===== src/rtl/perm5_pkg.sv =====
// perm5_pkg: shared widths, FSM states and PERM5 swap-pair tables
package perm5_pkg;
    localparam int PERM_W   = 5;
    localparam int CTRL_W   = 14;
    localparam int N_STAGES = 7;
    typedef enum logic [1:0] {IDLE, RUN, DONE} state_t;
    // Swap pair for each control bit, packed so element i belongs to Pi
    localparam logic [CTRL_W-1:0][2:0] PAIR_LO = {3'd1, 3'd0, 3'd1, 3'd2, 3'd0, 3'd1, 3'd3,
                                                  3'd0, 3'd1, 3'd0, 3'd3, 3'd1, 3'd2, 3'd0};
    localparam logic [CTRL_W-1:0][2:0] PAIR_HI = {3'd2, 3'd3, 3'd3, 3'd4, 3'd3, 3'd4, 3'd4,
                                                  3'd2, 3'd3, 3'd4, 3'd4, 3'd2, 3'd3, 3'd1};
endpackage


===== src/rtl/perm5_stage.sv =====
// perm5_stage: one combinational PERM5 butterfly stage (two disjoint swaps)
module perm5_stage
    import perm5_pkg::*;
(
    input  logic [PERM_W-1:0] x_i,
    input  logic [2:0]        stage_i,
    input  logic [1:0]        ctrl_i,
    output logic [PERM_W-1:0] y_o
);
    logic [3:0] hi;
    logic [3:0] lo;
    // Stage s owns control bits P(15-2s) and P(14-2s)
    assign hi = 4'd15 - {stage_i, 1'b0};
    assign lo = hi - 4'd1;
    // Both swaps read the unmodified input; they touch disjoint bits
    always_comb begin
        y_o = x_i;
        if (ctrl_i[1]) begin
            y_o[PAIR_LO[hi]] = x_i[PAIR_HI[hi]];
            y_o[PAIR_HI[hi]] = x_i[PAIR_LO[hi]];
        end
        if (ctrl_i[0]) begin
            y_o[PAIR_LO[lo]] = x_i[PAIR_HI[lo]];
            y_o[PAIR_HI[lo]] = x_i[PAIR_LO[lo]];
        end
    end
endmodule


===== src/rtl/perm5_inv_seq.sv =====
// perm5_inv_seq: iterative forward/inverse PERM5, one stage per clock
module perm5_inv_seq
    import perm5_pkg::*;
(
    input  logic              clk,
    input  logic              rst,
    input  logic              in_valid,
    output logic              in_ready,
    input  logic [PERM_W-1:0] in_x,
    input  logic [CTRL_W-1:0] in_ctrl,
    input  logic              in_fwd,
    output logic              out_valid,
    input  logic              out_ready,
    output logic [PERM_W-1:0] out_y
);
    state_t            state_q, state_d;
    logic [2:0]        stage_q, stage_d;
    logic [PERM_W-1:0] x_q, x_d;
    logic [CTRL_W-1:0] ctrl_q, ctrl_d;
    logic              fwd_q, fwd_d;
    logic [3:0]        bit_hi;
    logic [1:0]        stage_ctrl;
    logic [PERM_W-1:0] stage_y;
    logic              last;

    assign bit_hi     = 4'd15 - {stage_q, 1'b0};
    assign stage_ctrl = {ctrl_q[bit_hi], ctrl_q[bit_hi - 4'd1]};
    assign last       = fwd_q ? (stage_q == 3'(N_STAGES)) : (stage_q == 3'd1);
    assign in_ready   = (state_q == IDLE);
    assign out_valid  = (state_q == DONE);
    assign out_y      = x_q;

    perm5_stage u_stage (
        .x_i    (x_q),
        .stage_i(stage_q),
        .ctrl_i (stage_ctrl),
        .y_o    (stage_y)
    );

    // Accept in IDLE, walk the stages up or down in RUN, hold the result in DONE
    always_comb begin
        state_d = state_q;
        stage_d = stage_q;
        x_d     = x_q;
        ctrl_d  = ctrl_q;
        fwd_d   = fwd_q;
        case (state_q)
            IDLE: if (in_valid) begin
                x_d     = in_x;
                ctrl_d  = in_ctrl;
                fwd_d   = in_fwd;
                stage_d = in_fwd ? 3'd1 : 3'(N_STAGES);
                state_d = RUN;
            end
            RUN: begin
                x_d     = stage_y;
                state_d = last ? DONE : RUN;
                stage_d = last ? stage_q : (fwd_q ? stage_q + 3'd1 : stage_q - 3'd1);
            end
            DONE:    state_d = out_ready ? IDLE : DONE;
            default: state_d = IDLE;
        endcase
    end

    // State registers with synchronous reset discarding any partial result
    always_ff @(posedge clk) begin
        if (rst) begin
            state_q <= IDLE;
            stage_q <= 3'd0;
            x_q     <= '0;
            ctrl_q  <= '0;
            fwd_q   <= 1'b0;
        end else begin
            state_q <= state_d;
            stage_q <= stage_d;
            x_q     <= x_d;
            ctrl_q  <= ctrl_d;
            fwd_q   <= fwd_d;
        end
    end
endmodule


===== config.mk =====
export PLATFORM = sky130hd
export DESIGN_NAME = perm5_inv_seq
export DESIGN_NICKNAME = d
export VERILOG_FILES = /design/src/rtl/perm5_pkg.sv /design/src/rtl/perm5_stage.sv /design/src/rtl/perm5_inv_seq.sv
export SDC_FILE = /design/constraint.sdc
export NUM_CORES = 1
export LEC_CHECK = 0
export ABC_CLOCK_PERIOD_IN_PS = 2770
export CAP_MARGIN = 25
export CORE_MARGIN = 5
export CORE_UTILIZATION = 52
export CTS_CLUSTER_SIZE = 25
export DETAILED_ROUTE_END_ITERATION = 6
export PLACE_DENSITY = 0.84
export SETUP_SLACK_MARGIN = 0.3
export SLEW_MARGIN = 20
export SYNTH_ARGS = -nofsm -noshare
export SYNTH_HDL_FRONTEND = slang
export SYNTH_HIERARCHICAL = 1
export SYNTH_SLANG_ARGS = --single-unit

===== constraint.sdc =====
create_clock -name clk -period 2.77 [get_ports clk]
set_input_delay 0.554 -clock clk [delete_from_list [all_inputs] [get_ports clk]]
set_output_delay 0.554 -clock clk [all_outputs]
set_load 0.1 [all_outputs]

**After elaboration in Yosys (flattened, before gate mapping)**

Memory sizes are Yosys's and may differ from the RTL's.
Cells that the tools add are included.
Widths: inputs -> output; s select.

- ROM bits: 192
- Logic and storage cells: 80
- Output and inout port bits: 7
- Memories: 4
- Register bits after elaboration: 25

- Add/subtract/negate cells: 4
- Reductions and logical operators: 9
- $lt $le $gt $ge: 10
- Equality and inequality tests: 6
- Muxes and demuxes: 42

Memory list:

| memory | depth | width | read ports | clocked after Yosys merged registers in | write ports | RTL line | source |
|---|---|---|---|---|---|---|---|
| (name not given) | 16 | 3 | 1 | 0 | 0 | perm5_stage.sv:19 | `y_o[PAIR_LO[hi]] = x_i[PAIR_HI[hi]];` |
| (name not given) | 16 | 3 | 1 | 0 | 0 | perm5_stage.sv:23 | `y_o[PAIR_LO[lo]] = x_i[PAIR_HI[lo]];` |
| (name not given) | 16 | 3 | 1 | 0 | 0 | perm5_stage.sv:19 |  |
| (name not given) | 16 | 3 | 1 | 0 | 0 | perm5_stage.sv:23 |  |

Operators with widths:

| cell | number |
|---|---|
| $mux 3 | 8 |
| $bwmux 5 | 4 |
| $lt 3x4->1 const B | 4 |
| $mux 5 | 3 |
| $bmux 1 s3 | 4 |
| $demux 1 s3 | 4 |
| $ge 3x1->1 const B | 4 |
| $mux 1 | 11 |
| $lt 4x5->1 const B | 2 |
| $pmux 5 s2 | 1 |
| $bmux 1 s4 | 2 |
| $mux 2 | 3 |
| $pmux 2 s3 | 1 |
| $pmux 3 s2 | 1 |
| $logic_and 1x1->1 | 4 |
| $ne 2x2->1 const B | 2 |
| $reduce_and 2->1 | 2 |
| $sub 4x1->4 const B | 1 |
| $sub 4x4->4 const A | 1 |
| $add 3x1->3 const B | 1 |
| $eq 3x1->1 const B | 1 |
| $eq 3x3->1 const B | 1 |
| $reduce_and 3->1 | 1 |
| $sub 3x1->3 const B | 1 |
| other kinds (4) | 4 |

**Longest topological paths before layout**

- Depth after elaboration: 14
- Mapped depth: 11

**Modules after synthesis**

Netlist, hierarchy kept.

By module, submodules not included:

| module | times used | area an instance (µm²) | cells an instance | seq. area each (µm²) |
|---|---|---|---|---|
| perm5_inv_seq | 1 | 1208.7 | 143 | 500.5 |
| perm5_stage | 1 | 471.7 | 67 | 0.0 |

**Least setup slack after synthesis**

No wires, ideal clock.

- Path kind: register to output
- Start: register state_q[1]
- End: output port out_valid
- Stages on the path, launching flop included: 2
- Setup slack: 0.424 ns
- Buffers on the path: 0
- Arrival: 1.792 ns
- Path through: dfxtp_1 nor2b_1

- Cells in the longest elaborated chain, start to end: 1

Ends and longest elaborated chain:

| item | RTL line | source |
|---|---|---|
| start: declaration | perm5_inv_seq.sv:16 | `state_t state_q, state_d;` |
| start signal: assignment | perm5_inv_seq.sv:74 | `state_q <= state_d;` |
| $eq 2x2->1 | perm5_inv_seq.sv:30 | `assign out_valid = (state_q == DONE);` |
| end: declaration | perm5_inv_seq.sv:12 | `output logic out_valid,` |

No other way between the ends.

**Final worst setup path**

- Start: register stage_q[2]
- End: register x_q[3] (netlist: out_y[3])

- Elaborated cells between the ends (all ways): 49
- Classes of those cells: add/sub: 2; order compare: 8; mux: 31; reduce/logical: 4; memory: 4

RTL lines:

| item | RTL line | source |
|---|---|---|
| start: declaration | perm5_inv_seq.sv:17 | `logic [2:0] stage_q, stage_d;` |
| start signal: assignment | perm5_inv_seq.sv:75 | `stage_q <= stage_d;` |
| $sub 4x4->4 * | perm5_inv_seq.sv:26 | `assign bit_hi = 4'd15 - {stage_q, 1'b0};` |
| $bmux 1 s4 * | perm5_inv_seq.sv:27 | `assign stage_ctrl = {ctrl_q[bit_hi], ctrl_q[bit_hi - 4'd1]};` |
| $mux 1 (implied by the code) * | perm5_inv_seq.sv:27 |  |
| via stage_ctrl[1] | perm5_inv_seq.sv:22 | `logic [1:0] stage_ctrl;` |
| $mux 5 * | perm5_stage.sv:18 | `if (ctrl_i[1]) begin` |
| $bwmux 5 | perm5_stage.sv:23 |  |
| $bwmux 5 | perm5_stage.sv:24 | `y_o[PAIR_HI[lo]] = x_i[PAIR_LO[lo]];` |
| $mux 5 * | perm5_stage.sv:22 | `if (ctrl_i[0]) begin` |
| via stage_y[3] | perm5_inv_seq.sv:23 | `logic [PERM_W-1:0] stage_y;` |
| $pmux 5 s2 * | perm5_inv_seq.sv:47 | `case (state_q)` |
| end signal: assignment | perm5_inv_seq.sv:70 | `x_q <= '0;` |
| end signal: assignment | perm5_inv_seq.sv:76 | `x_q <= x_d;` |
| end: declaration | perm5_inv_seq.sv:18 | `logic [PERM_W-1:0] x_q, x_d;` |

Mark *: on every way through the listed nets, which the timed path passes. The rest lies on a longest branch. The select of a mux whose other input is x is not followed.
A chain may end at the register's enable or synchronous reset.

==> flow_summary.yaml <==
run_status:
  status: "completed"
logic_synthesis:
  synthArstFlopShare: 0
  synth_area_leaders: "dfxtp_1 (30%), nand2_1 (9.6%), a21oi_1 (7.1%), buf_6 (3.4%), ha_1 (3.0%)"
  synth_top_area_cell: "dfxtp_1"
  yosysWarnings: 6
  ys.flop_type: "dfxtp_1"
  yosysSeqAreaShare: 0.298
  synth_top_area_frac: 0.298
  ys_types: 53
  synth_nets: 238
  synth_seq_cells: 25
  syn-instance-count: 210
  synth_edf_count: 0
  syn_area_per_cell_um2: 8.00
  syn_area_um2: 1680
power_and_ir_drop:
  power_density_nw_per_um2: 532
  p_leak_nw: 0.736
  peakVddDrop_v: 0.000360
floorplan:
  core-area_um2: 3080
  initial_core_util: 0.546
  io_pins: 31
  rows: 20
  fp.dieH_um: 66.8
  die_w_um: 66.8
  dieArea_um2: 4470
placement:
  dpl.hpwl_um: 2950
  gp_congestion: 0.979
  pre_cts_slack_ns: 0.465
  port_buffers: 30
  place_inst: 273
routing:
  wl_per_cell_um: 14.3
  vias: 1595
  drc: 0
  first_pass_iters: 4
  drt-vias-per-instance: 5.76
  ant_nets: 0
  drt-total-wl_um: 3950
  dr.first_iter.drc_count: 115
global_routing:
  overflow: 0
  grt_pass1_vias: 1517
  grt_pass1_wl_um: 6730
  grt_max_degree: 18
  grt_usage: 0.190
  antenna_found_initial: 0
cts:
  cts_sinks: 25
  cts_made_buffers: 3
  clockBufferDepth: 2
  cts_tree: "yes"
  cts_hold_buf: 0
  clk_pin_slew_ns: 0.16
  htreeDepth: 1
  cts-root-buf: "clkbuf_4"
  insertion_delay_ns: 0.33
timing:
  fin_ws_ns: 0.473
  max-slew-margin-rel: 0.560
  skew_ns: 0.0174
  fin_crit_ns: 2.30
  fin_crit_sh: 0.829
  setup_violations: 0
  slew_violations: 0
  worst_slew_pin_slew_ns: 0.658
  hold_viol_final: 0
  rsz0062_at_grt: "false"
  max_clock_freq_mhz: 435
  tns_ns: 0
worst_setup_path:
  reg2regPathDepth: 9
  reg2reg_slack_ns: 0.47
  cp.arrival_ns: 2.48
  worstSetupPathType: "register to register"
  critPathMaxFanout: 14
  start_kind: "register"
  required_ns: 2.96
  end_kind: "register"
cells_and_area:
  final_core_util: 0.642
  stdcell_count: 277
  area_growth_pct: 17.6
  layout.nets: 262
  final_layout_size_suffix_gt1_frac: 0.159
  n_antenna_cell: 0
job:
  maxCapViolCount: 0
worst_hold_path:
  min_path_cells: 2
  hold_class: "register to register"
## report_power, final
part	total, mW	leakage (nW)	internal [mW]	switching (mW)
registers	0.438	0.206	0.392	0.0467
logic	0.436	0.512	0.181	0.254
clock network	0.176	0.0183	0.0587	0.118
total	1.05	0.736	0.632	0.419
## cells in the mapped netlist, types with 3 or more instances
master    instances
ha_1              4
nor2b_1           5
a21oi_1          24
dfxtp_1          25
o21ai_0           8
clkbuf_1          6
buf_2             3
mux2i_1           4
a22oi_1           6
nand2b_1          5
mux2_2            3
inv_1             5
o22ai_1           3
buf_4             4
nand2_1          43
buf_6             5
nor2_1           12
## cell type report
class / instances / area, µm²
timing repair buffer: 38 / 343
sequential: 25 / 502
tap: 44 / 55.1
inverter: 5 / 18.8
clock buffer: 3 / 22.5
fill: 265 / 1100
multi-input combinational: 161 / 1030
clock inverter: 1 / 8.76
## flip-flops by register name (all words and copies together), names as in the netlist
name and flops:
state_q 2, stage_q 3, fwd_q 1, out_y 5, ctrl_q 14
## placed cells by master (no fill, tap or decap), types with 2 or more instances in the layout
cell type | netlist | routed
nand2_1 | 43 | 43
inv_1 | 5 | 5
nor2_1 | 12 | 11
and2_1 | 2 | 2
a32oi_1 | 2 | 2
o21a_1 | 2 | 2
mux2_2 | 3 | 3
a22oi_1 | 6 | 6
buf_4 | 4 | 15
o22ai_1 | 3 | 3
ha_1 | 4 | 4
dfxtp_1 | 25 | 24
o21ai_0 | 8 | 8
xor2_1 | 2 | 2
clkbuf_4 | 0 | 3
nand3_1 | 2 | 2
mux4_2 | 2 | 2
nor3b_1 | 2 | 2
o21bai_1 | 2 | 2
nand2b_1 | 5 | 5
a21oi_1 | 24 | 24
mux2i_1 | 4 | 4
a221oi_1 | 2 | 2
clkdlybuf4s50_1 | 0 | 23
nor2b_1 | 5 | 5
## cell families (layout without fill, tap and decap cells)
group,Yosys count,after routing,synth area share
fa+ha+maj,4,4,0.0298
mux,9,9,0.0707
flops,25,25,0.298
xor+xnor,2,2,0.0104
compound gates,66,66,0.270
simple gates,80,80,0.229
buf+inv,24,47,0.0931
## worst paths after layout
path                   start        end
hold / removal     ctrl_q[3]  ctrl_q[3]
setup reg to reg  stage_q[2]   out_y[3]
setup / recovery  stage_q[2]   out_y[3]
hold reg to reg    ctrl_q[3]  ctrl_q[3]
## metal layers
layer,vias to the layer above,global-route usage,share of wire
li1,795,-,-
met1,719,0.255,0.44
met2,69,0.317,0.48
met3,12,0.0253,0.065
met4,0,0.0533,0.016
met5,-,0,0
## critical path: stages, from the launching register on
cell,delay [ns]
dfxtp_1,0.58
buf_4,0.26
a221oi_1,0.10
nor2_1,0.25
o21ai_0,0.15
a32oi_1,0.17
a21oi_1,0.06
a311o_1,0.35
a22oi_1,0.17
a21oi_1,0.08
## what timing repair did
| action | in CTS | in global routing |
|---|---|---|
| setup buffers | 0 | 0 |
| endpoints found under the setup margin | 0 | 1 |
| resized for setup | 0 | 2 |
## through the flow
| step | area [µm²] | power (mW) | hold slack (ns) |
|---|---|---|---|
| 2_1_floorplan | 1680 | 0.784 | 0.433 |
| 3_3_place_gp | 1940 | 0.865 | 0.446 |
| 3_5_place_dp | 1940 | 0.873 | 0.448 |
| 4_1_cts | 1970 | 1.05 | 0.468 |
| 5_1_grt | 1980 | 1.11 | 0.501 |
| 6_report | 1980 | 1.05 | 0.470 |
Power figures use the tool's default switching activity.
